`src/rtl/bitwise_logic_pipe_if.sv`:
```
// Operand/result handshake bundle for bitwise_logic_pipe.
// The master side is the operand source and result consumer.
interface bitwise_logic_pipe_if #(
  parameter int WIDTH = 6
);
  localparam int MW = $clog2(WIDTH + 1);

  logic             in_valid;
  logic             in_ready;
  logic [WIDTH-1:0] a;
  logic [WIDTH-1:0] b;
  logic [2:0]       op;
  logic             out_valid;
  logic             out_ready;
  logic [WIDTH-1:0] result;
  logic             eq;
  logic [MW-1:0]    match_cnt;

  modport master (
    output in_valid, a, b, op, out_ready,
    input  in_ready, out_valid, result, eq, match_cnt
  );

  modport slave (
    input  in_valid, a, b, op, out_ready,
    output in_ready, out_valid, result, eq, match_cnt
  );
endinterface

```
`src/rtl/bitwise_logic_pipe.sv`:
```
// Two-stage pipelined bitwise logic unit with equality flag, match popcount
// and a saturating count of equal-operand output transfers.
module bitwise_logic_pipe #(
  parameter int WIDTH = 6,
  parameter int CNT_W = 8
) (
  input  logic                 clk,
  input  logic                 rst_n,
  bitwise_logic_pipe_if.slave  bus,
  input  logic                 clr_stats,
  output logic [CNT_W-1:0]     eq_count
);
  localparam int MW = $clog2(WIDTH + 1);

  typedef enum logic [2:0] {
    OP_AND    = 3'b000,
    OP_OR     = 3'b001,
    OP_XOR    = 3'b010,
    OP_XNOR   = 3'b011,
    OP_NAND   = 3'b100,
    OP_NOR    = 3'b101,
    OP_PASS_A = 3'b110,
    OP_NOT_A  = 3'b111
  } op_e;

  logic             s1_valid;
  logic [WIDTH-1:0] s1_result;
  logic [WIDTH-1:0] s1_x;
  logic             s2_valid;
  logic [WIDTH-1:0] s2_result;
  logic             s2_eq;
  logic [MW-1:0]    s2_match;
  logic             s1_en;
  logic             s2_en;
  logic [WIDTH-1:0] op_result;
  logic [MW-1:0]    popcnt;

  assign s2_en       = !s2_valid || bus.out_ready;
  assign s1_en       = !s1_valid || s2_en;
  assign bus.in_ready = s1_en;

  always_comb begin
    op_result = '0;
    case (op_e'(bus.op))
      OP_AND:    op_result = bus.a & bus.b;
      OP_OR:     op_result = bus.a | bus.b;
      OP_XOR:    op_result = bus.a ^ bus.b;
      OP_XNOR:   op_result = bus.a ~^ bus.b;
      OP_NAND:   op_result = ~(bus.a & bus.b);
      OP_NOR:    op_result = ~(bus.a | bus.b);
      OP_PASS_A: op_result = bus.a;
      OP_NOT_A:  op_result = ~bus.a;
      default:   op_result = '0;
    endcase
  end

  always_comb begin
    popcnt = '0;
    for (int unsigned i = 0; i < WIDTH; i++) begin
      popcnt = popcnt + MW'(s1_x[i]);
    end
  end

  // Data registers load on every enabled edge, bubbles included; valid bits mask them.
  always_ff @(posedge clk or negedge rst_n) begin
    if (!rst_n) begin
      s1_valid  <= 1'b0;
      s1_result <= '0;
      s1_x      <= '0;
    end else if (s1_en) begin
      s1_valid  <= bus.in_valid;
      s1_result <= op_result;
      s1_x      <= bus.a ~^ bus.b;
    end
  end

  always_ff @(posedge clk or negedge rst_n) begin
    if (!rst_n) begin
      s2_valid  <= 1'b0;
      s2_result <= '0;
      s2_eq     <= 1'b0;
      s2_match  <= '0;
    end else if (s2_en) begin
      s2_valid  <= s1_valid;
      s2_result <= s1_result;
      s2_eq     <= &s1_x;
      s2_match  <= popcnt;
    end
  end

  always_ff @(posedge clk or negedge rst_n) begin
    if (!rst_n) begin
      eq_count <= '0;
    end else if (clr_stats) begin
      eq_count <= '0;
    end else if (s2_valid && bus.out_ready && s2_eq && (eq_count != '1)) begin
      eq_count <= eq_count + CNT_W'(1);
    end
  end

  assign bus.out_valid = s2_valid;
  assign bus.result    = s2_result;
  assign bus.eq        = s2_eq;
  assign bus.match_cnt = s2_match;
endmodule
```
`src/flat_wrapper.sv`:
```
// flat-port wrapper written by rule: the top's interface ports become plain ports
module bitwise_logic_pipe_flat 
#(
  parameter int WIDTH = 6,
  parameter int CNT_W = 8
)
  (clk, rst_n, clr_stats, eq_count, bus_in_valid, bus_a, bus_b, bus_op, bus_out_ready, bus_in_ready, bus_out_valid, bus_result, bus_eq, bus_match_cnt);
  bitwise_logic_pipe_if #(.WIDTH(WIDTH)) bus_i ();
  input  logic clk;
  input  logic rst_n;
  input  logic clr_stats;
  output logic [CNT_W-1:0] eq_count;
  input wire logic [$bits(bus_i.in_valid)-1:0] bus_in_valid;
  input wire logic [$bits(bus_i.a)-1:0] bus_a;
  input wire logic [$bits(bus_i.b)-1:0] bus_b;
  input wire logic [$bits(bus_i.op)-1:0] bus_op;
  input wire logic [$bits(bus_i.out_ready)-1:0] bus_out_ready;
  output wire logic [$bits(bus_i.in_ready)-1:0] bus_in_ready;
  output wire logic [$bits(bus_i.out_valid)-1:0] bus_out_valid;
  output wire logic [$bits(bus_i.result)-1:0] bus_result;
  output wire logic [$bits(bus_i.eq)-1:0] bus_eq;
  output wire logic [$bits(bus_i.match_cnt)-1:0] bus_match_cnt;
  assign bus_i.in_valid = bus_in_valid;
  assign bus_i.a = bus_a;
  assign bus_i.b = bus_b;
  assign bus_i.op = bus_op;
  assign bus_i.out_ready = bus_out_ready;
  assign bus_in_ready = bus_i.in_ready;
  assign bus_out_valid = bus_i.out_valid;
  assign bus_result = bus_i.result;
  assign bus_eq = bus_i.eq;
  assign bus_match_cnt = bus_i.match_cnt;
  bitwise_logic_pipe #(.WIDTH(WIDTH), .CNT_W(CNT_W)) u_core (.clk(clk), .rst_n(rst_n), .bus(bus_i), .clr_stats(clr_stats), .eq_count(eq_count));
endmodule
```
`config.mk`:
```
export PLATFORM = sky130hd
export DESIGN_NAME = bitwise_logic_pipe_flat
export DESIGN_NICKNAME = d
export VERILOG_FILES = /design/src/rtl/bitwise_logic_pipe_if.sv /design/src/rtl/bitwise_logic_pipe.sv /design/src/flat_wrapper.sv
export SDC_FILE = /design/constraint.sdc
export NUM_CORES = 1
export LEC_CHECK = 0
export BUFFER_PORTS_ARGS = -buffer_cell sky130_fd_sc_hd__buf_4
export CAP_MARGIN = 10
export CORE_AREA = 2 2 115 72
export DETAILED_ROUTE_END_ITERATION = 7
export DIE_AREA = 0 0 117 74
export PLACE_DENSITY = 0.51
export RECOVER_POWER = 25
export SLEW_MARGIN = 20
export SYNTH_ARGS = -nofsm -noshare
export SYNTH_HDL_FRONTEND = slang
export SYNTH_SLANG_ARGS = --single-unit
export TNS_END_PERCENT = 50
```
`constraint.sdc`:
```
create_clock -name clk -period 4.1 [get_ports clk]
set_clock_uncertainty 0.2 [all_clocks]
set_input_delay 0.205 -clock clk [delete_from_list [all_inputs] [get_ports clk]]
set_output_delay 0.205 -clock clk [all_outputs]
set_load 0.01 [all_outputs]
```
==> reports/qor.yml <==
status: "finished with violations"
failed_checks: "max-capacitance violations, max-slew violations"
worstPathCellList: "ha_1 > inv_1 > fa_1 > inv_1 > fa_1 > inv_1 > fa_1 > o21ai_0"
synthDistinctLibCells: 47
yosys.area.top_type_share_pct: 38.5
critical_path_arrival_ns: 2.49
timing.hold.worst.start: "bus_op[1]"
cts_htree_levels: 2
worst_skew_late_latency_ns: 0.28
max_cap_violations: 1
setup.worst_path.start_class: "flop"
die_y_um: 74
vias_per_cell: 4.31
synthSimpleGateAreaFrac_pct: 16.3
crit_path_max_incr_delay_ns: 0.48
finish.utilization_pct: 34.2
cts-root-to-sink-buffers: 2
mappedNetlistNets: 249
synth_top_flop_cell: "dfrtp_1"
asyncSetResetFlopFracSynth_pct: 100
initialDrtViolationCount: 75
vdd.ir_drop.worst_mv: 0.148
critical_path_class: "flop to flop"
timing.critical_path.required_ns: 4.10
clock_tree_from_tritoncts: "built"
synth_enable_flop_cells: 0
timing_hold_violations_final: 0
drt_pre_antenna_iters: 4
fp.dieArea_um2: 8660
fin_setup_tns_ns: 0
syn_area_um2: 2080
n_antenna_cell: 0
most_frequent_cells_in_the_layout: "buf_4 (39), dfrtp_1 (32), inv_1 (19)"
unrepaired_setup_endpoints_after_global_routing: "false"
crit_path_start: "u_core.s1_x[0]"
initial_antenna_violation_count: 0
cts_setup_buffers: 0
cp_max_fo: 2
gate_count_of_the_mapped_netlist: 212
fraction_of_layout_instances_using_a_drive_strength_above_1_pct: 27.1
syn-mean-instance-area_um2: 9.82
yosysSeqAreaShare_pct: 38.5
critical_path.slowest_cell: "fa_1"
synthesis.yosys.warnings: 0
gp_congestion: 0.740
floorplan.die.width_um: 117
final_max_slew_viol_count: 33
drc: 0
synth.largest_area_cell: "dfrtp_1"
slew_at_the_pin_closest_to_its_max_slew_limit_ns: 1.78
layout.cells.most_common: "buf_4"
grt_first_pass_wirelength_um: 7560
dominant_delay_contributor_by_cell_family_on_the_critical_path: "adder cells"
total_leakage_power_uw: 0.00125
synth_top_cells_by_area: "dfrtp_1 (38%), ha_1 (8.4%), mux2_2 (3.8%), inv_1 (3.4%), xor2_1 (3.4%)"
rr_startpoint: "u_core.s1_x[0]"
final_min_period_over_clock_period_pct: 60.7
slew_headroom_pct: -19.0
grt_total_usage_pct: 11.6
placeableCoreArea_um2: 7660
number_of_buffers_created_by_cts: 5
synth_seq_cells: 32
finalWorstPathRequiredPeriod_ns: 2.49
synth_top_family_by_area: "simple AND/OR/NAND/NOR gates"
cts_resized: 0
fmax_ghz: 0.402
total_number_of_placement_rows: 25
port-buffer-count: 39
finalWirelength_um: 4550
post_synth_xor_area_fraction_pct: 4.63
start_util_pct: 27.2
worst_setup_path_end_kind: "flop"
clkTransAtPathRegs_ns: 0.05
ioPinCount: 40
layout.nets: 287
power_per_cell_area_nw_per_um2: 408
cts_hold_buffers: 3
antenna_viol_nets_final: 0
dpl.hpwl_um: 3410
areaGrowthSynthToFinish_pct: 25.8
grt_overflow_total: 0
crit_buf_inv: 3
avgRoutedWirePerCell_um: 12.7
worstHoldPathType: "input pin to flop"
clockRootBuffer: "clkbuf_16"
finalSetupViolCount: 0
synthMuxAreaShare_pct: 5.71
hold-worst-slack_ns: 0.0790
via_count_of_the_first_global_routing_pass: 1483
clock_sink_count: 32
synthAdderAreaFrac_pct: 11.3
grt_start_max_net_pins: 33
via_count: 1546
synth_compound_gate_area_share_pct: 15.4
[kinds of logic (layout without fill, tap and decap cells)]
| group | count (synthesis) | in the layout |
|---|---|---|
| xor+xnor | 11 | 11 |
| compound gates | 44 | 44 |
| simple gates | 65 | 65 |
| mux | 11 | 11 |
| flops | 32 | 32 |
| fa+ha+maj | 17 | 17 |
| buf+inv | 32 | 71 |
[worst min-delay path, stage by stage]
cell and delay (ns):
buf_4 0.17, nand2_1 0.07, a31oi_1 0.07
[area by class of cell]
type                    count  area (µm²)
well taps                 108         135
clock buffers               5         125
repair buffers             43         327
multi-input cells         148        1110
inverters                  20        77.6
clock inverters             3        42.5
flip-flops and latches     32         801
fillers                   809        5040
[layer usage]
metal	track usage [%]	wire (µm)	vias to the layer above
li1	-	-	798
met1	17.6	2540	710
met2	15.2	1730	33
met3	3.26	223	5
met4	4.71	51	0
met5	0	0	-
[through the flow]
| stage | cells | total power, µW | area (µm²) | setup WS (ns) |
|---|---|---|---|---|
| after floorplan | 212 | 547 | 2080 | 1.71 |
| after CTS | 359 | 1080 | 2620 | 1.58 |
| after global routing | 359 | 1140 | 2620 | 1.46 |
| after global placement | 348 | 641 | 2420 | 1.66 |
| final | 359 | 1070 | 2620 | 1.61 |
| after detailed placement | 348 | 649 | 2420 | 1.61 |
[final timing paths]
kind | slack [ns] | depth (start not counted) | endpoint
min in group asynchronous | 0.74 | 2 | u_core.s1_x[5]
hold reg to reg | 0.27 | 1 | u_core.bus.out_valid
hold / removal | 0.08 | 3 | u_core.s1_result[2]
setup reg to reg | 1.61 | 8 | u_core.bus.match_cnt[1]
max in group asynchronous | 1.93 | 2 | u_core.eq_count[2]
setup / recovery | 1.61 | 8 | u_core.bus.match_cnt[1]
[power by group]
| part | switching [µW] | leakage [µW] | total [µW] | internal (µW) |
|---|---|---|---|---|
| registers | 32.0 | 0.000392 | 397 | 365 |
| clock network | 142 | 0.0000798 | 428 | 285 |
| logic | 120 | 0.000776 | 243 | 123 |
[synth_stat cells (4+ instances only)]
cell and instances:
dfrtp_1 32, inv_1 19, nor2_1 18, ha_1 14, nand2_1 12, nor2b_1 8, xor2_1 8, mux2_2 7
nor3_1 7, o21ai_1 7, a21oi_2 6, a21oi_1 5, a31oi_1 5, buf_2 5, buf_6 5, o21ai_0 5
mux2i_1 4
[flip-flops by register name, summed over array words and instances, names as in the netlist]
register              count
u_core.bus.match_cnt      3
u_core.s1_result          6
u_core.bus.out_valid      1
u_core.s1_x               6
u_core.s1_valid           1
u_core.bus.eq             1
u_core.bus.result         6
u_core.eq_count           8
Note: power is estimated with default switching activity, not from simulation.
